--- src/rtl/axis_perf_pkg.sv ---
// Shared types and helpers for the multi-channel AXI-Stream performance monitor.
package axis_perf_pkg;

  typedef enum logic [1:0] {
    ST_IDLE  = 2'd0,
    ST_ARMED = 2'd1,
    ST_RUN   = 2'd2,
    ST_DONE  = 2'd3
  } state_e;

  localparam int CNT_W_DEF  = 32;
  localparam int KEEP_W_MAX = 64;

  // Saturating add on a 64-bit datapath; bit 64 flags that the true sum exceeded max.
  function automatic logic [64:0] sat_inc(input logic [63:0] val,
                                          input logic [63:0] inc,
                                          input logic [63:0] max);
    logic [64:0] sum;
    sum = {1'b0, val} + {1'b0, inc};
    if (sum > {1'b0, max}) begin
      return {1'b1, max};
    end
    return sum;
  endfunction

  // True when the set bits form one run starting at bit 0 (zero counts as contiguous).
  function automatic logic keep_contiguous(input logic [63:0] keep);
    return (keep & (keep + 64'd1)) == 64'd0;
  endfunction

endpackage

--- src/rtl/axis_perf_chan.sv ---
// One monitored link: window FSM, six saturating statistic counters and sticky overflow.
// state | meaning
// IDLE  | cleared, not measuring
// ARMED | target latched, waiting for the first handshaked beat
// RUN   | window open, every cycle counted
// DONE  | window closed, counters frozen until clear or start
// Supports KEEP_W up to 64 and CNT_W up to 63.
module axis_perf_chan
  import axis_perf_pkg::*;
#(
  parameter int KEEP_W = 64,
  parameter int CNT_W  = CNT_W_DEF
) (
  input  logic              i_clk,
  input  logic              i_rst,
  input  logic              i_tvalid,
  input  logic              i_tready,
  input  logic              i_tlast,
  input  logic [KEEP_W-1:0] i_tkeep,
  input  logic              i_start,
  input  logic              i_stop,
  input  logic              i_clear,
  input  logic [CNT_W-1:0]  i_cfg_pkt_target,
  output logic [CNT_W-1:0]  o_cycles,
  output logic [CNT_W-1:0]  o_beats,
  output logic [CNT_W-1:0]  o_pkts,
  output logic [CNT_W-1:0]  o_bytes,
  output logic [CNT_W-1:0]  o_stalls,
  output logic [CNT_W-1:0]  o_err_beats,
  output logic [1:0]        o_state,
  output logic              o_ovf,
  output logic              o_active,
  output logic              o_done
);

  localparam int          POP_W = $clog2(KEEP_W + 1);
  localparam logic [63:0] C_MAX = (64'd1 << CNT_W) - 64'd1;

  state_e            r_state, w_state_nx;
  logic [CNT_W-1:0]  r_cycles, r_beats, r_pkts, r_bytes, r_stalls, r_err, r_target;
  logic [CNT_W-1:0]  w_cycles_nx, w_beats_nx, w_pkts_nx, w_bytes_nx, w_stalls_nx, w_err_nx;
  logic [CNT_W-1:0]  w_target_nx;
  logic              r_ovf, w_ovf_nx, r_active, r_done;

  logic              w_beat, w_stall, w_mal, w_in_run, w_acc, w_hit_target, w_sat;
  logic [POP_W-1:0]  w_pop;
  logic [64:0]       w_cyc_s, w_beat_s, w_pkt_s, w_byte_s, w_stall_s, w_err_s;

  // Combinational byte count of the current beat's tkeep.
  always_comb begin
    w_pop = '0;
    for (int i = 0; i < KEEP_W; i++) begin
      w_pop = w_pop + POP_W'(i_tkeep[i]);
    end
  end

  assign w_beat   = i_tvalid & i_tready;
  assign w_stall  = i_tvalid & ~i_tready;
  assign w_mal    = (i_tkeep == '0) | ~keep_contiguous(64'(i_tkeep)) |
                    (~i_tlast & (i_tkeep != '1));
  assign w_in_run = (r_state == ST_RUN);
  // The first beat in ARMED opens the window, so it accumulates onto zero.
  assign w_acc    = ((r_state == ST_ARMED) & w_beat) | w_in_run;

  assign w_cyc_s   = sat_inc(w_in_run ? 64'(r_cycles) : 64'd0, 64'd1, C_MAX);
  assign w_beat_s  = sat_inc(w_in_run ? 64'(r_beats)  : 64'd0, 64'(w_beat), C_MAX);
  assign w_pkt_s   = sat_inc(w_in_run ? 64'(r_pkts)   : 64'd0, 64'(w_beat & i_tlast), C_MAX);
  assign w_byte_s  = sat_inc(w_in_run ? 64'(r_bytes)  : 64'd0, w_beat ? 64'(w_pop) : 64'd0, C_MAX);
  assign w_stall_s = sat_inc(w_in_run ? 64'(r_stalls) : 64'd0, 64'(w_stall), C_MAX);
  assign w_err_s   = sat_inc(w_in_run ? 64'(r_err)    : 64'd0, 64'(w_beat & w_mal), C_MAX);

  // Upper bits are zero unless a counter clamped, so OR-ing them flags saturation.
  assign w_sat = |{w_cyc_s[64:CNT_W], w_beat_s[64:CNT_W], w_pkt_s[64:CNT_W],
                   w_byte_s[64:CNT_W], w_stall_s[64:CNT_W], w_err_s[64:CNT_W]};

  assign w_hit_target = w_beat & i_tlast & (r_target != '0) &
                        (w_pkt_s[CNT_W-1:0] == r_target);

  // Next-state and counter update; clear dominates start and stop.
  always_comb begin
    w_state_nx  = r_state;
    w_cycles_nx = r_cycles;
    w_beats_nx  = r_beats;
    w_pkts_nx   = r_pkts;
    w_bytes_nx  = r_bytes;
    w_stalls_nx = r_stalls;
    w_err_nx    = r_err;
    w_target_nx = r_target;
    w_ovf_nx    = r_ovf;
    if (i_clear) begin
      w_state_nx  = ST_IDLE;
      w_cycles_nx = '0;
      w_beats_nx  = '0;
      w_pkts_nx   = '0;
      w_bytes_nx  = '0;
      w_stalls_nx = '0;
      w_err_nx    = '0;
      w_ovf_nx    = 1'b0;
    end else if (w_acc) begin
      w_cycles_nx = w_cyc_s[CNT_W-1:0];
      w_beats_nx  = w_beat_s[CNT_W-1:0];
      w_pkts_nx   = w_pkt_s[CNT_W-1:0];
      w_bytes_nx  = w_byte_s[CNT_W-1:0];
      w_stalls_nx = w_stall_s[CNT_W-1:0];
      w_err_nx    = w_err_s[CNT_W-1:0];
      w_ovf_nx    = r_ovf | w_sat;
      w_state_nx  = (w_hit_target | i_stop) ? ST_DONE : ST_RUN;
    end else begin
      case (r_state)
        ST_IDLE, ST_DONE: begin
          if (i_start) begin
            w_state_nx  = ST_ARMED;
            w_cycles_nx = '0;
            w_beats_nx  = '0;
            w_pkts_nx   = '0;
            w_bytes_nx  = '0;
            w_stalls_nx = '0;
            w_err_nx    = '0;
            w_ovf_nx    = 1'b0;
            w_target_nx = i_cfg_pkt_target;
          end
        end
        ST_ARMED: begin
          if (i_stop) begin
            w_state_nx = ST_DONE;
          end
        end
        default: begin
          w_state_nx = r_state;
        end
      endcase
    end
  end

  // State, counters and the registered active/done decode share one register stage.
  always_ff @(posedge i_clk or posedge i_rst) begin
    if (i_rst) begin
      r_state  <= ST_IDLE;
      r_cycles <= '0;
      r_beats  <= '0;
      r_pkts   <= '0;
      r_bytes  <= '0;
      r_stalls <= '0;
      r_err    <= '0;
      r_target <= '0;
      r_ovf    <= 1'b0;
      r_active <= 1'b0;
      r_done   <= 1'b0;
    end else begin
      r_state  <= w_state_nx;
      r_cycles <= w_cycles_nx;
      r_beats  <= w_beats_nx;
      r_pkts   <= w_pkts_nx;
      r_bytes  <= w_bytes_nx;
      r_stalls <= w_stalls_nx;
      r_err    <= w_err_nx;
      r_target <= w_target_nx;
      r_ovf    <= w_ovf_nx;
      r_active <= (w_state_nx == ST_ARMED) | (w_state_nx == ST_RUN);
      r_done   <= (w_state_nx == ST_DONE);
    end
  end

  assign o_cycles    = r_cycles;
  assign o_beats     = r_beats;
  assign o_pkts      = r_pkts;
  assign o_bytes     = r_bytes;
  assign o_stalls    = r_stalls;
  assign o_err_beats = r_err;
  assign o_state     = r_state;
  assign o_ovf       = r_ovf;
  assign o_active    = r_active;
  assign o_done      = r_done;

endmodule

--- src/rtl/axis_perf_monitor_mc.sv ---
// Passive multi-channel AXI-Stream performance monitor with a registered channel-select readout.
module axis_perf_monitor_mc
  import axis_perf_pkg::*;
#(
  parameter  int NUM_CH = 4,
  parameter  int KEEP_W = 64,
  parameter  int CNT_W  = CNT_W_DEF,
  localparam int SEL_W  = (NUM_CH > 1) ? $clog2(NUM_CH) : 1
) (
  input  logic                     CLK,
  input  logic                     RST,
  input  logic [NUM_CH-1:0]        mon_tvalid,
  input  logic [NUM_CH-1:0]        mon_tready,
  input  logic [NUM_CH-1:0]        mon_tlast,
  input  logic [NUM_CH*KEEP_W-1:0] mon_tkeep,
  input  logic [NUM_CH-1:0]        ctrl_start,
  input  logic [NUM_CH-1:0]        ctrl_stop,
  input  logic [NUM_CH-1:0]        ctrl_clear,
  input  logic [CNT_W-1:0]         cfg_pkt_target,
  input  logic [SEL_W-1:0]         rd_ch_sel,
  output logic [CNT_W-1:0]         stat_cycles,
  output logic [CNT_W-1:0]         stat_beats,
  output logic [CNT_W-1:0]         stat_pkts,
  output logic [CNT_W-1:0]         stat_bytes,
  output logic [CNT_W-1:0]         stat_stalls,
  output logic [CNT_W-1:0]         stat_err_beats,
  output logic [1:0]               stat_state,
  output logic                     stat_ovf,
  output logic [NUM_CH-1:0]        ch_active,
  output logic [NUM_CH-1:0]        ch_done
);

  logic [CNT_W-1:0] w_cycles [NUM_CH];
  logic [CNT_W-1:0] w_beats  [NUM_CH];
  logic [CNT_W-1:0] w_pkts   [NUM_CH];
  logic [CNT_W-1:0] w_bytes  [NUM_CH];
  logic [CNT_W-1:0] w_stalls [NUM_CH];
  logic [CNT_W-1:0] w_err    [NUM_CH];
  logic [1:0]       w_state  [NUM_CH];
  logic             w_ovf    [NUM_CH];
  logic             w_sel_ok;

  for (genvar g = 0; g < NUM_CH; g++) begin : g_ch
    axis_perf_chan #(
      .KEEP_W (KEEP_W),
      .CNT_W  (CNT_W)
    ) u_chan (
      .i_clk            (CLK),
      .i_rst            (RST),
      .i_tvalid         (mon_tvalid[g]),
      .i_tready         (mon_tready[g]),
      .i_tlast          (mon_tlast[g]),
      .i_tkeep          (mon_tkeep[g*KEEP_W +: KEEP_W]),
      .i_start          (ctrl_start[g]),
      .i_stop           (ctrl_stop[g]),
      .i_clear          (ctrl_clear[g]),
      .i_cfg_pkt_target (cfg_pkt_target),
      .o_cycles         (w_cycles[g]),
      .o_beats          (w_beats[g]),
      .o_pkts           (w_pkts[g]),
      .o_bytes          (w_bytes[g]),
      .o_stalls         (w_stalls[g]),
      .o_err_beats      (w_err[g]),
      .o_state          (w_state[g]),
      .o_ovf            (w_ovf[g]),
      .o_active         (ch_active[g]),
      .o_done           (ch_done[g])
    );
  end

  // A select beyond the last channel reads as zero.
  assign w_sel_ok = int'(rd_ch_sel) < NUM_CH;

  // Registered readout mux of the selected channel.
  always_ff @(posedge CLK or posedge RST) begin
    if (RST) begin
      stat_cycles    <= '0;
      stat_beats     <= '0;
      stat_pkts      <= '0;
      stat_bytes     <= '0;
      stat_stalls    <= '0;
      stat_err_beats <= '0;
      stat_state     <= '0;
      stat_ovf       <= 1'b0;
    end else if (w_sel_ok) begin
      stat_cycles    <= w_cycles[rd_ch_sel];
      stat_beats     <= w_beats[rd_ch_sel];
      stat_pkts      <= w_pkts[rd_ch_sel];
      stat_bytes     <= w_bytes[rd_ch_sel];
      stat_stalls    <= w_stalls[rd_ch_sel];
      stat_err_beats <= w_err[rd_ch_sel];
      stat_state     <= w_state[rd_ch_sel];
      stat_ovf       <= w_ovf[rd_ch_sel];
    end else begin
      stat_cycles    <= '0;
      stat_beats     <= '0;
      stat_pkts      <= '0;
      stat_bytes     <= '0;
      stat_stalls    <= '0;
      stat_err_beats <= '0;
      stat_state     <= '0;
      stat_ovf       <= 1'b0;
    end
  end

endmodule

--- config.mk ---
export PLATFORM = sky130hd
export DESIGN_NAME = axis_perf_monitor_mc
export DESIGN_NICKNAME = d
export VERILOG_FILES = /design/src/rtl/axis_perf_pkg.sv /design/src/rtl/axis_perf_chan.sv /design/src/rtl/axis_perf_monitor_mc.sv
export SDC_FILE = /design/constraint.sdc
export NUM_CORES = 2
export LEC_CHECK = 0
export BUFFER_PORTS_ARGS = -buffer_cell sky130_fd_sc_hd__buf_2
export CAP_MARGIN = 15
export CORE_MARGIN = 4
export CORE_UTILIZATION = 40
export DETAILED_ROUTE_END_ITERATION = 6
export GPL_TIMING_DRIVEN = 0
export HOLD_SLACK_MARGIN = 0.06
export PLACE_DENSITY = 0.65
export SETUP_SLACK_MARGIN = 0.2
export SLEW_MARGIN = 20
export SYNTH_ARGS = -nofsm -noshare
export SYNTH_HDL_FRONTEND = slang
export SYNTH_SLANG_ARGS = --single-unit
--- constraint.sdc ---
create_clock -name CLK -period 55.2 [get_ports CLK]
set_input_delay 0 -clock CLK [delete_from_list [all_inputs] [get_ports CLK]]
set_output_delay 0 -clock CLK [all_outputs]
set_load 0.1 [all_outputs]
==> impl_summary.log <==
INFO  metric run_status = complete, but fails checks
INFO  metric violations = design-rule violations
INFO  metric ff2ff_setup_slack = 43.52 ns
INFO  metric period_needed = 11.68 ns
INFO  metric via_count_of_the_first_global_routing_pass = 79500
INFO  metric grt_remaining_overflow = 0
INFO  metric dpl_cell_area = 85500 um2
INFO  metric post_drt_via_cell_ratio = 6.62
INFO  metric vias = 84900
INFO  metric minimum_setup_slack_after_placement = 43.94 ns
INFO  metric worstPathBufferInverterCount = 13
INFO  metric pwr-share-clk = 0.213
INFO  metric fillers = 19300
INFO  metric reg2reg_to = g_ch[2].u_chan.o_active$_DFF_PP0_
INFO  metric tritoncts_clock_tree = yes
INFO  metric final_design_area_no_fill = 90700 um2
INFO  metric total_count_of_max_transition_violations_in_the_final_report = 0
INFO  metric netlist-cell-type-count = 101
INFO  metric syn_area_per_cell = 8.47 um2
INFO  metric timing.critical_path.fanout_max = 10
INFO  metric die_width = 453 um
INFO  metric clk-insertion-delay-late = 0.84 ns
INFO  metric wire_length_after_detailed_routing = 448 mm
INFO  metric slew_of_the_pin_with_the_lowest_slew_margin = 1.30 ns
INFO  metric number_of_detailed_routing_iterations_run_before_antenna_repair = 7
INFO  metric synth_ff_type = dfrtp_1
INFO  metric max_cap_violations = 0
INFO  metric synth_seq_cells = 1111
INFO  metric die_outline_area = 205000 um2
INFO  metric postCtsSetupBuffers = 0
INFO  metric max_freq = 0.0856 GHz
INFO  metric timing.clock.skew = 0.0266 ns
INFO  metric routed_length_per_placed_instance = 34.9 um
INFO  metric place.detailed.hpwl = 356 mm
INFO  metric critical-path-top-delay-family = buffers and inverters
INFO  metric setup-violations-final = 0
INFO  metric total_leakage_power = 38.6 nW
INFO  metric die_h = 453 um
INFO  metric edff_count_synth = 0
INFO  metric async_flop_share = 1.00
INFO  metric fin_crit_sh = 0.212
INFO  metric max-clock-path-buffers = 3
INFO  metric finish.utilization = 0.463
INFO  metric combinationalPowerShare = 0.562
INFO  metric clockRootBuffer = clkbuf_16
INFO  metric crit_path_capture = g_ch[2].u_chan.o_active$_DFF_PP0_
INFO  metric worst_slew_margin_rel = 0.135
INFO  metric drive_above_1_share = 0.119
INFO  metric multi_input_area = 47000 um2
INFO  metric worst_path_max_delay_cell = clkbuf_1
INFO  metric crit_path_end_kind = flop
INFO  metric hold-worst-slack = 0.0383 ns
INFO  metric numCtsBuffers = 137
INFO  metric critPathMostFrequentCell = clkbuf_1
INFO  metric sw_ratio = 0.475
INFO  metric timing_hold_violations_final = 0
INFO  metric netSwitchingPower = 2.09 mW
INFO  metric cp.required = 55.92 ns
INFO  metric sequential_cell_area = 27800 um2
INFO  metric pwr-share-seq = 0.225
INFO  metric power.ir.vdd_worst = 0.124 mV
INFO  metric clock-sinks = 1111
INFO  metric worst_setup_path_type = flop to flop
INFO  metric flow.area_growth_from_synthesis = 14.6%
INFO  metric synthesis.yosys.warnings = 0
INFO  metric worstPathArrival = 12.39 ns
INFO  metric number_of_hold_buffers_added_after_cts = 64
INFO  metric grt_first_pass_wirelength = 616 mm
INFO  metric cp-start-kind = flop
INFO  metric crit_cells = 26
INFO  metric core = 196000 um2
INFO  metric clk_slew_on_worst_s_h_paths = 0.06 ns
INFO  metric tns_setup = 0 ns
INFO  metric cts_max_level = 4
INFO  metric post-layout-total-power = 4.39 mW
INFO  metric final_net_count = 10800
INFO  metric timing.hold.worst.class = primary input to flop
INFO  metric cts.repair.resized = 0
INFO  metric drt_iter0_markers = 13700
INFO  metric timing.critical_path.slowest_cell_delay = 0.85 ns
INFO  metric gpl.final_weighted_congestion = 1.05
INFO  metric post-place-cells = 12500
INFO  metric drcViolationCount = 1
INFO  metric gr-usage-all-layers = 0.424
INFO  metric grt_antenna_before_repair = 96
INFO  metric ios = 519
INFO  metric pin_count_of_the_biggest_net_entering_global_routing = 102
INFO  metric place.port_buffers = 512
INFO  metric postSynthCellCount = 9345
INFO  metric post_layout_nonfiller_instances = 12800
INFO  metric reg2regPathDepth = 26
INFO  metric internal-power = 2.30 mW
INFO  metric grt_setup_unrepaired = no
INFO  metric syn_nets = 10000
INFO  metric cp-startpoint = g_ch[2].u_chan.o_state[0]$_DFF_PP0_
INFO  metric starting_utilization_of_the_core_area = 0.404
INFO  metric worstReg2RegStart = g_ch[2].u_chan.o_state[0]$_DFF_PP0_
INFO  metric power-per-cell-area = 48.4 nW/um2
INFO  metric row_count = 162
INFO  metric post_detailed_route_count_of_antenna_violating_nets = 0
INFO  metric synth.yosys.seq_area_share = 0.351
INFO  metric syn-cell-area = 79100 um2
INFO  metric fin_ws = 43.52 ns
[flip-flops by register name, summed over array words and instances (netlist names), 128 cells and up]
name / count
g_ch.u_chan.o_stalls: 128
g_ch.u_chan.o_beats: 128
g_ch.u_chan.o_pkts: 128
g_ch.u_chan.o_bytes: 128
g_ch.u_chan.o_cycles: 128
g_ch.u_chan.o_err_beats: 128
g_ch.u_chan.r_target: 128
[cells in the final DEF, fill, tap and decap left out, types with 160 or more instances in the layout]
master / instances
nand2_1: 1366
o21ai_0: 1181
dfrtp_1: 1111
a21oi_1: 668
inv_1: 599
buf_2: 547
clkbuf_1: 435
nor2_1: 405
nand3_1: 341
nand4_1: 266
nor4_1: 233
fa_1: 220
and3_1: 199
nor3_1: 196
mux4_2: 195
xnor2_1: 181
a31oi_1: 167
ha_1: 160
[power by group through the flow]
stage / Sequential [mW] / Combinational [mW] / Clock, mW
after floorplan: 0.961 / 1.60 / 0
after global placement: 0.997 / 2.36 / 0
after detailed placement: 0.996 / 2.41 / 0
after CTS: 0.981 / 2.44 / 0.937
after global routing: 0.992 / 2.69 / 0.966
final: 0.989 / 2.47 / 0.936
[per-layer routing]
metal	up-vias	global-route usage	part of all wire
met2	6352	0.610	0.41
met5	-	0	0.00026
met4	18	0.300	0.085
li1	35200	-	-
met3	1393	0.131	0.13
met1	41900	0.539	0.37
[Yosys cell counts, types with 56 or more instances]
| library cell | count | area share |
|---|---|---|
| a31oi_1 | 169 | 0.013 |
| buf_1 | 56 | 0.0027 |
| and2_1 | 132 | 0.010 |
| mux2_2 | 127 | 0.018 |
| ha_1 | 160 | 0.025 |
| dfrtp_1 | 1111 | 0.35 |
| o21ai_0 | 1181 | 0.075 |
| nand2_1 | 1366 | 0.065 |
| and3_1 | 199 | 0.016 |
| nand4_1 | 266 | 0.021 |
| a21o_1 | 81 | 0.0077 |
| mux4_2 | 195 | 0.056 |
| nand3_1 | 341 | 0.022 |
| o21ai_1 | 71 | 0.0045 |
| nor2_1 | 406 | 0.019 |
| nor3_1 | 201 | 0.013 |
| xnor2_1 | 181 | 0.020 |
| inv_1 | 600 | 0.028 |
| xor2_1 | 88 | 0.0097 |
| nor4_1 | 235 | 0.019 |
| and4_1 | 74 | 0.0082 |
| fa_1 | 220 | 0.056 |
| clkbuf_1 | 436 | 0.021 |
| a21oi_1 | 668 | 0.042 |
[cell type report]
class                   count  area share
flip-flops and latches   1111       0.306
multi-input cells        7089       0.518
inverters                 602      0.0250
diodes                     23    0.000634
plain buffers             543      0.0242
clock buffers             187      0.0435
clock inverters            55     0.00583
repair buffers            596      0.0399
well taps                2624      0.0362
[worst register-to-register path, stage by stage (launching register included)]
cell and delay, ns:
dfrtp_1 0.58, inv_1 0.21, ha_1 0.15, buf_2 0.27, buf_2 0.48, buf_2 0.55
clkbuf_1 0.84, clkbuf_1 0.79, clkbuf_2 0.65, clkbuf_2 0.68, clkbuf_1 0.85, clkbuf_1 0.77
and2_1 0.24, ha_1 0.20, ha_1 0.35, nand3_1 0.20, or4_1 0.51, clkbuf_1 0.22
nor2_2 0.36, and2_0 0.18, clkbuf_1 0.80, clkbuf_1 0.61, a21oi_1 0.19, xnor2_1 0.19
nor3_1 0.19, a31o_1 0.27, ha_1 0.26
[how the worst min path moves through the flow]
stage                  startpoint                                       to  slack, ns  cells past startpoint
3_5_place_dp                  RST          g_ch[1].u_chan.o_done$_DFF_PP0_       0.05                      2
2_1_floorplan  cfg_pkt_target[17]  g_ch[0].u_chan.r_target[17]$_DFFE_PP0P_       0.12                      2
4_1_cts             mon_tvalid[1]   g_ch[1].u_chan.o_stalls[0]$_DFFE_PP0P_       0.07                      5
6_report             rd_ch_sel[0]                 stat_cycles[3]$_DFF_PP0_       0.04                      3
5_1_grt              rd_ch_sel[0]                 stat_cycles[2]$_DFF_PP0_       0.08                      3
3_3_place_gp    cfg_pkt_target[9]   g_ch[1].u_chan.r_target[9]$_DFFE_PP0P_       0.39                      3
[cell families (layout without fill, tap and decap cells)]
kind of cell,Yosys count,in the layout,share of synthesized area
mux,341,341,0.0760
flops,1111,1111,0.351
compound gates,2591,2591,0.187
other cells,0,23,0
xor+xnor,270,270,0.0301
fa+ha+maj,380,380,0.0810
simple gates,3507,3507,0.219
buf+inv,1145,1983,0.0558
Note: power is estimated with default switching activity, not from simulation.
